<file path="src/rtl/exe_muldiv_stage.sv">
// exe_muldiv_stage: multi-cycle multiply/divide execute unit beside the ALU.
// Single-cycle registered multiply, iterative restoring divide, result held until accepted.
module exe_muldiv_stage #(
    parameter int XLEN  = 32,
    parameter int TAG_W = 5
) (
    input  logic             clk,
    input  logic             resetn,
    input  logic             flush,
    input  logic             in_valid,
    output logic             in_allow,
    input  logic [2:0]       op,
    input  logic [XLEN-1:0]  src1,
    input  logic [XLEN-1:0]  src2,
    input  logic [TAG_W-1:0] in_tag,
    output logic             out_valid,
    input  logic             out_allow,
    output logic [XLEN-1:0]  result,
    output logic [TAG_W-1:0] out_tag,
    output logic             busy
);
    localparam int CW = $clog2(XLEN + 1);

    typedef enum logic [2:0] {S_IDLE, S_MUL, S_DIV, S_FIX, S_DONE} state_t;

    state_t            r_state;
    logic [1:0]        r_op;
    logic [TAG_W-1:0]  r_tag;
    logic [TAG_W-1:0]  r_out_tag;
    logic [XLEN-1:0]   r_src1;
    logic [XLEN-1:0]   r_src2;
    logic [XLEN-1:0]   r_dvs;
    logic [XLEN-1:0]   r_rem;
    logic [XLEN-1:0]   r_quo;
    logic [XLEN-1:0]   r_result;
    logic [CW-1:0]     r_cnt;
    logic              r_neg1;
    logic              r_neg2;
    logic              r_out_valid;

    logic              w_accept;
    logic              w_sdiv;
    logic              w_neg1;
    logic              w_neg2;
    logic              w_msgn;
    logic              w_borrow;
    logic [XLEN-1:0]   w_abs1;
    logic [XLEN-1:0]   w_abs2;
    logic [XLEN-1:0]   w_mul_res;
    logic [XLEN-1:0]   w_quo;
    logic [XLEN-1:0]   w_rem;
    logic [XLEN-1:0]   w_div_res;
    logic [2*XLEN-1:0] w_ext1;
    logic [2*XLEN-1:0] w_ext2;
    logic [2*XLEN-1:0] w_prod;
    logic [XLEN+1:0]   w_trial;

    assign in_allow  = (r_state == S_IDLE) || (r_state == S_DONE && out_allow);
    assign w_accept  = in_valid && in_allow && !flush;
    assign busy      = r_state inside {S_MUL, S_DIV, S_FIX};
    assign out_valid = r_out_valid;
    assign result    = r_result;
    assign out_tag   = r_out_tag;

    // Divider works on magnitudes; negating INT_MIN yields 2^(XLEN-1) unsigned.
    assign w_sdiv = op[2] && !op[1];
    assign w_neg1 = w_sdiv && src1[XLEN-1];
    assign w_neg2 = w_sdiv && src2[XLEN-1];
    assign w_abs1 = w_neg1 ? -src1 : src1;
    assign w_abs2 = w_neg2 ? -src2 : src2;

    // One 2*XLEN multiplier; sign-extending only for MULH makes it serve all ops.
    assign w_msgn    = r_op == 2'b01;
    assign w_ext1    = {{XLEN{w_msgn && r_src1[XLEN-1]}}, r_src1};
    assign w_ext2    = {{XLEN{w_msgn && r_src2[XLEN-1]}}, r_src2};
    assign w_prod    = w_ext1 * w_ext2;
    assign w_mul_res = r_op == 2'b00 ? w_prod[XLEN-1:0] :
                       r_op == 2'b11 ? '0 : w_prod[2*XLEN-1:XLEN];

    assign w_trial   = {1'b0, r_rem, r_quo[XLEN-1]} - {2'b00, r_dvs};
    assign w_borrow  = |w_trial[XLEN+1:XLEN];
    assign w_quo     = (r_neg1 ^ r_neg2) ? -r_quo : r_quo;
    assign w_rem     = r_neg1 ? -r_rem : r_rem;
    assign w_div_res = (r_dvs == '0) ? (r_op[0] ? r_src1 : '1) : (r_op[0] ? w_rem : w_quo);

    always_ff @(posedge clk or negedge resetn) begin
        if (!resetn) begin
            r_state     <= S_IDLE;
            r_op        <= '0;
            r_tag       <= '0;
            r_out_tag   <= '0;
            r_src1      <= '0;
            r_src2      <= '0;
            r_dvs       <= '0;
            r_rem       <= '0;
            r_quo       <= '0;
            r_result    <= '0;
            r_cnt       <= '0;
            r_neg1      <= 1'b0;
            r_neg2      <= 1'b0;
            r_out_valid <= 1'b0;
        end else if (flush) begin
            r_state     <= S_IDLE;
            r_out_valid <= 1'b0;
        end else begin
            case (r_state)
                S_MUL: begin
                    r_result    <= w_mul_res;
                    r_out_tag   <= r_tag;
                    r_out_valid <= 1'b1;
                    r_state     <= S_DONE;
                end
                S_DIV: begin
                    r_rem <= w_borrow ? {r_rem[XLEN-2:0], r_quo[XLEN-1]} : w_trial[XLEN-1:0];
                    r_quo <= {r_quo[XLEN-2:0], !w_borrow};
                    r_cnt <= r_cnt - CW'(1);
                    if (r_cnt == CW'(1))
                        r_state <= S_FIX;
                end
                S_FIX: begin
                    r_result    <= w_div_res;
                    r_out_tag   <= r_tag;
                    r_out_valid <= 1'b1;
                    r_state     <= S_DONE;
                end
                S_DONE: begin
                    if (out_allow) begin
                        r_out_valid <= 1'b0;
                        r_state     <= S_IDLE;
                    end
                end
                default: ;
            endcase
            // Accept last so a retiring DONE can launch the next op on the same edge.
            if (w_accept) begin
                r_op        <= op[1:0];
                r_tag       <= in_tag;
                r_src1      <= src1;
                r_src2      <= src2;
                r_dvs       <= w_abs2;
                r_rem       <= '0;
                r_quo       <= w_abs1;
                r_neg1      <= w_neg1;
                r_neg2      <= w_neg2;
                r_cnt       <= CW'(XLEN);
                r_out_valid <= 1'b0;
                r_state     <= op[2] ? S_DIV : S_MUL;
            end
        end
    end
endmodule

</file>
<file path="config.mk">
export PLATFORM = sky130hd
export DESIGN_NAME = exe_muldiv_stage
export DESIGN_NICKNAME = d
export VERILOG_FILES = /design/src/rtl/exe_muldiv_stage.sv
export SDC_FILE = /design/constraint.sdc
export NUM_CORES = 2
export LEC_CHECK = 0
export BUFFER_PORTS_ARGS = -buffer_cell sky130_fd_sc_hd__buf_4
export CORE_MARGIN = 1
export CORE_UTILIZATION = 39
export DETAILED_ROUTE_END_ITERATION = 6
export HOLD_SLACK_MARGIN = 0.12
export PLACE_DENSITY = 0.55
export SLEW_MARGIN = 20
export SYNTH_ARGS = -nofsm -noshare
export SYNTH_HDL_FRONTEND = slang
export SYNTH_SLANG_ARGS = --single-unit
</file>
<file path="constraint.sdc">
create_clock -name clk -period 25.2 [get_ports clk]
set_clock_uncertainty 0.2 [all_clocks]
set_input_delay 1.26 -clock clk [delete_from_list [all_inputs] [get_ports clk]]
set_output_delay 1.26 -clock clk [all_outputs]
set_load 0.01 [all_outputs]
</file>
== After elaboration in Yosys (flattened, before gate mapping) ==
Index checks and enable logic that the tools add are counted.
Cells by class
  bitwise gates (word level): 2
  multiply operators: 1
  multiplexer cells: 27
  reductions and logical operators: 28
  $add $sub $neg: 6
  equal/unequal tests: 9
Operator list (count)
  two-way mux 32 bit: 14
  negation 32 bit: 4
  multiplier 33 x 33 -> 64 bit: 1
  case mux 32 bit (2 select lines): 1
  subtractor 33 x 32 -> 34 bit: 1
  logical NOT 32 bit: 1
  two-way mux 3 bit: 4
  two-way mux 6 bit: 2
  AND reduction 2 bit: 5
  case mux 3 bit (3 select lines): 1
  logical AND 1 bit: 8
  equality test 3 x 2 -> 1 bit (second input constant): 2
  equality test 6 x 1 -> 1 bit (second input constant): 1
  subtractor 6 x 1 -> 6 bit (second input constant): 1
  nonzero test 5 bit: 1
  inequality test 4 x 3 -> 1 bit (second input constant): 1
  inequality test 4 bit (second input constant): 1
  nonzero test 2 bit: 2
  nonzero test 4 bit: 1
  OR reduction 2 bit: 2
  equality test 3 x 1 -> 1 bit (second input constant): 1
  equality test 3 bit (second input constant): 1
  logical NOT 1 bit: 3
  logical NOT 3 bit: 1
  other kinds (11): 13
Word-level totals
  output and inout port bits: 40
  word-level logic and storage cells: 87
  flip-flop bits (word level): 216
  input bits: 77

== Logic depth before layout (Yosys ltp) ==
  depth in word-level cells: 7
  depth in mapped cells: 32

== Worst setup path after synthesis ==
Ideal clock, no wire load.
  kind: register to register
  start point: register r_op[0]
  end point: register r_result[31] (netlist: result[31])
  cell stages (with the launch flop): 31
  setup slack: 16.809 ns
  arrival: 8.124 ns
  path buffers: 2
  clock period less this slack: 8.391 ns
  library setup time: 0.066 ns
  cell sequence: dfrtp_1 nor2b_1 and2_1 clkbuf_1 nand2_1 inv_1 fa_1 inv_1 fa_1 inv_1 fa_1 fa_1 inv_1 fa_1 inv_1 fa_1 inv_1 fa_1 fa_1 inv_1 ha_1 clkbuf_1 a21o_1 a21oi_1 o21ai_0 a221o_1 mux2i_1 or4_1 a2bb2oi_1 o21ai_0 nand2_1
On the way
  longest elaborated chain between the ends: 6
  elaborated cells between the ends (all ways): 12
  classes of those cells: 1 x mul; 2 x eq/ne; 6 x mux; 3 x reduce/logical
Ends and longest elaborated chain
  start, declared: RTL line 27  | logic [1:0] r_op;
  start signal, assigned: RTL line 136  | r_op <= op[1:0];
  equality test 2 x 1 -> 1 bit: RTL line 73  | assign w_msgn = r_op == 2'b01;
  logical AND 1 bit, on equally long branches: RTL line 74, 75
  multiplier 33 x 33 -> 64 bit: RTL line 76  | assign w_prod = w_ext1 * w_ext2;
  two-way mux 32 bit: RTL line 78  | r_op == 2'b11 ? '0 : w_prod[2*XLEN-1:XLEN];
  two-way mux 32 bit: RTL line 77  | assign w_mul_res = r_op == 2'b00 ? w_prod[XLEN-1:0] :
  case mux 32 bit (2 select lines) *: RTL line 106  | case (r_state)
  end signal, assigned: RTL line 108  | r_result <= w_mul_res;
  end signal, assigned: RTL line 121  | r_result <= w_div_res;
  end, declared: RTL line 35  | logic [XLEN-1:0] r_result;
Mark *: on every way between the ends. The rest lies on a longest branch, timed or not.
A chain may end at the register's enable or synchronous reset.

== Final worst setup path ==
  start point: register r_op[0]
  end point: register r_result[27] (netlist: result[27])
The elaborated chain is that of the path after synthesis.

==> results.sh <==
export IMPL_pin_count=117
export IMPL_ant_nets=0
export IMPL_required_ns=25.42
export IMPL_layout_setup_ws_ns=15.31
export IMPL_fin_crit_ns=9.89
export IMPL_area_growth_syn_to_layout_pct=6.32
export IMPL_hold_path_class="reg2reg"
export IMPL_finalWirelength_mm=156
export IMPL_outcome="complete, no violations"
export IMPL_path_max_fanout=21
export IMPL_place_hpwl_mm=124
export IMPL_hold_viol_final=0
export IMPL_synthesis_nets=7480
export IMPL_setup_tns_ns=0
export IMPL_grt_pass1_vias=42316
export IMPL_synth_edf_count=0
export IMPL_start_kind="flip-flop"
export IMPL_post_cts_buffers=0
export IMPL_grt_use_total=0.237
export IMPL_ys_seq_area_frac=0.103
export IMPL_yosysWarnings=0
export IMPL_placementRows=133
export IMPL_ys_async_sr_fraction=1.00
export IMPL_cts_buffers=27
export IMPL_drt_iter0_drc=2728
export IMPL_num_vias=39817
export IMPL_antenna_found_initial=4
export IMPL_cts_tree="yes"
export IMPL_insertion_delay_ns=0.57
export IMPL_worstSetupPathType="reg2reg"
export IMPL_h_tree_depth=1
export IMPL_die_h_um=368
export IMPL_cpPeakStageDelay_ns=0.70
export IMPL_final_period_utilization=0.392
export IMPL_crit_slowest_cell="and2_1"
export IMPL_ff2ff_setup_slack_ns=15.31
export IMPL_max_slew_margin=0.189
export IMPL_cts_resized=0
export IMPL_syn_area_per_cell_um2=8.65
export IMPL_drv_slew=0
export IMPL_die_x_um=368
export IMPL_path_clk_slew_ns=0.06
export IMPL_setup_violations_final=0
export IMPL_clock_sinks=215
export IMPL_dieArea_um2=135000
export IMPL_syn_cell_area_um2=52200
export IMPL_cts_root_buffer="clkbuf_16"
export IMPL_start_util=0.395
export IMPL_fmax_mhz=101
export IMPL_ys_ff_latch=215
export IMPL_avgViaCountPerCell=5.19
export IMPL_grt_pass1_wl_mm=250
export IMPL_max_cap_violations=0
export IMPL_core_area_um2=132000
export IMPL_ys_flop_type="dfrtp_1"
export IMPL_layout_drive_gt1_share=0.0507
export IMPL_gr_total_overflow=0
export IMPL_rsz0062_at_grt="false"
export IMPL_firstDrtPassIters=6
export IMPL_num_antenna_cells=0
export IMPL_crit_arrival_ns=10.11
export IMPL_drc=0
export IMPL_port_buffers=116
export IMPL_wl_per_cell_um=20.4
export IMPL_fillers=13397
export IMPL_clk_path_buf_depth=3
export IMPL_grt_start_max_net_pins=232
export IMPL_synth_distinct_cells=77
export IMPL_gp_congestion=0.938
export IMPL_nNetsFinal=7345
export IMPL_endpoint_kind="flip-flop"
export IMPL_tightest_slew_ns=1.21
export IMPL_crit_path_frequent_cell="fa_1"
export IMPL_cts_hold_buf=0
export IMPL_syn_inst=6027
export IMPL_preCtsSetupSlack_ns=15.32
-- cell type report --
class	instances	area (um2)	share of cell area
Tap cell	1755	2200	0.0396
Clock buffer	40	795	0.0143
Clock inverter	9	126	0.00228
Multi-Input combinational cell	4193	40700	0.734
Inverter	1253	4700	0.0848
Timing Repair Buffer	202	1540	0.0277
Sequential cell	215	5390	0.0973
-- state kept, by name (all words and copies together), names as in the netlist --
signal,cells
out_tag,5
out_valid,1
r_cnt,6
r_dvs,31
r_neg1,1
r_neg2,1
r_op,2
r_quo,32
r_rem,32
r_src1,32
r_src2,32
r_state,3
r_tag,5
result,32
-- worst max-delay path: cells and delay by family, from the launching register on --
family | cells | cell delay [ns]
buffers and inverters | 6 | 1.10
AOI/OAI and AO/OA | 5 | 1.27
adders and majority gates | 9 | 4.42
and+or+nand+nor | 8 | 2.15
DFF | 1 | 0.55
-- layout by cell type, fill, tap and decap left out, types with 48 or more instances in the layout --
master	instances
o21ai_0	183
and2_1	278
nor2_1	164
ha_1	250
fa_1	1125
nand3_1	48
a31oi_1	49
nand2_1	1196
xnor2_1	117
xor2_1	98
a21oi_1	147
dfrtp_1	204
inv_1	1253
a21o_1	58
buf_4	200
-- routing by layer --
layer / vias up / GRT usage / part of all wire
li1: 17850 / - / -
met1: 20788 / 0.325 / 0.44
met2: 996 / 0.408 / 0.49
met3: 179 / 0.0216 / 0.047
met4: 4 / 0.0463 / 0.023
met5: - / 0 / 0.00017
-- through the flow --
stage          hold WS, ns   util  cell area (um2)  std cells
2_1_floorplan        0.239      -            52200       6027
3_3_place_gp         0.249  0.413            54500       7618
3_5_place_dp         0.261  0.413            54500       7618
4_1_cts              0.270  0.420            55500       7667
5_1_grt              0.286  0.420            55500       7667
6_report             0.270  0.420            55500       7667
-- synthesized netlist by cell type, drive strengths merged (6+ instances only) --
master     n  area [um2]
nor4      24         163
a211oi    15         118
a21o      58         435
a211o     13         114
nor3b      6        45.0
xor2      98         858
nand3     49         245
buf        9        65.1
a22oi     12        90.1
nand2   1196        4490
o21a      14         105
o31ai     34         260
ha       250        3130
a311oi     7        61.3
a221oi    22         199
clkbuf   357        1340
a31oi     49         307
o21bai    16         120
a21boi     8        60.1
or3        9        56.3
mux2i     29         290
nand2b    15        93.8
nor2b     14        87.6
nor2     166         623
a32oi      6        52.6
and4       7        61.3
fa      1126       22500
xnor2    117        1020
nor3      41         220
nand4     20         125
o41ai     12         105
o22ai     15        93.8
a21oi    148         744
and3      32         200
and2     278        1740
or2       18         113
or4       14         109
o211ai    11        82.6
inv     1253        4700
o21ai    187         936
dfrtp    215        5380
-- path summary, 6_finish.rpt --
kind                                from         end  cells after the start
worst max-delay path             r_op[0]  result[27]                     28
max in group asynchronous         resetn   r_src2[5]                      2
worst max register to register   r_op[0]  result[27]                     28
min in group asynchronous         resetn    r_rem[6]                      1
worst min-delay path            r_tag[3]  out_tag[3]                      2
worst min register to register  r_tag[3]  out_tag[3]                      2
-- cell families (layout without fill, tap and decap cells) --
logic type	Yosys count	after routing	synth area share
xor gates and xnor gates	218	218	0.0374
DFF	215	215	0.103
and+or+nand+nor	1896	1896	0.162
muxes	33	33	0.00643
AOI/OAI and AO/OA	670	670	0.0822
buffers and inverters	1619	1504	0.117
adders and majority gates	1376	1376	0.492
Power is not shown: default switching activity piles up to over one toggle a cycle in this logic, so the estimate is an artifact.
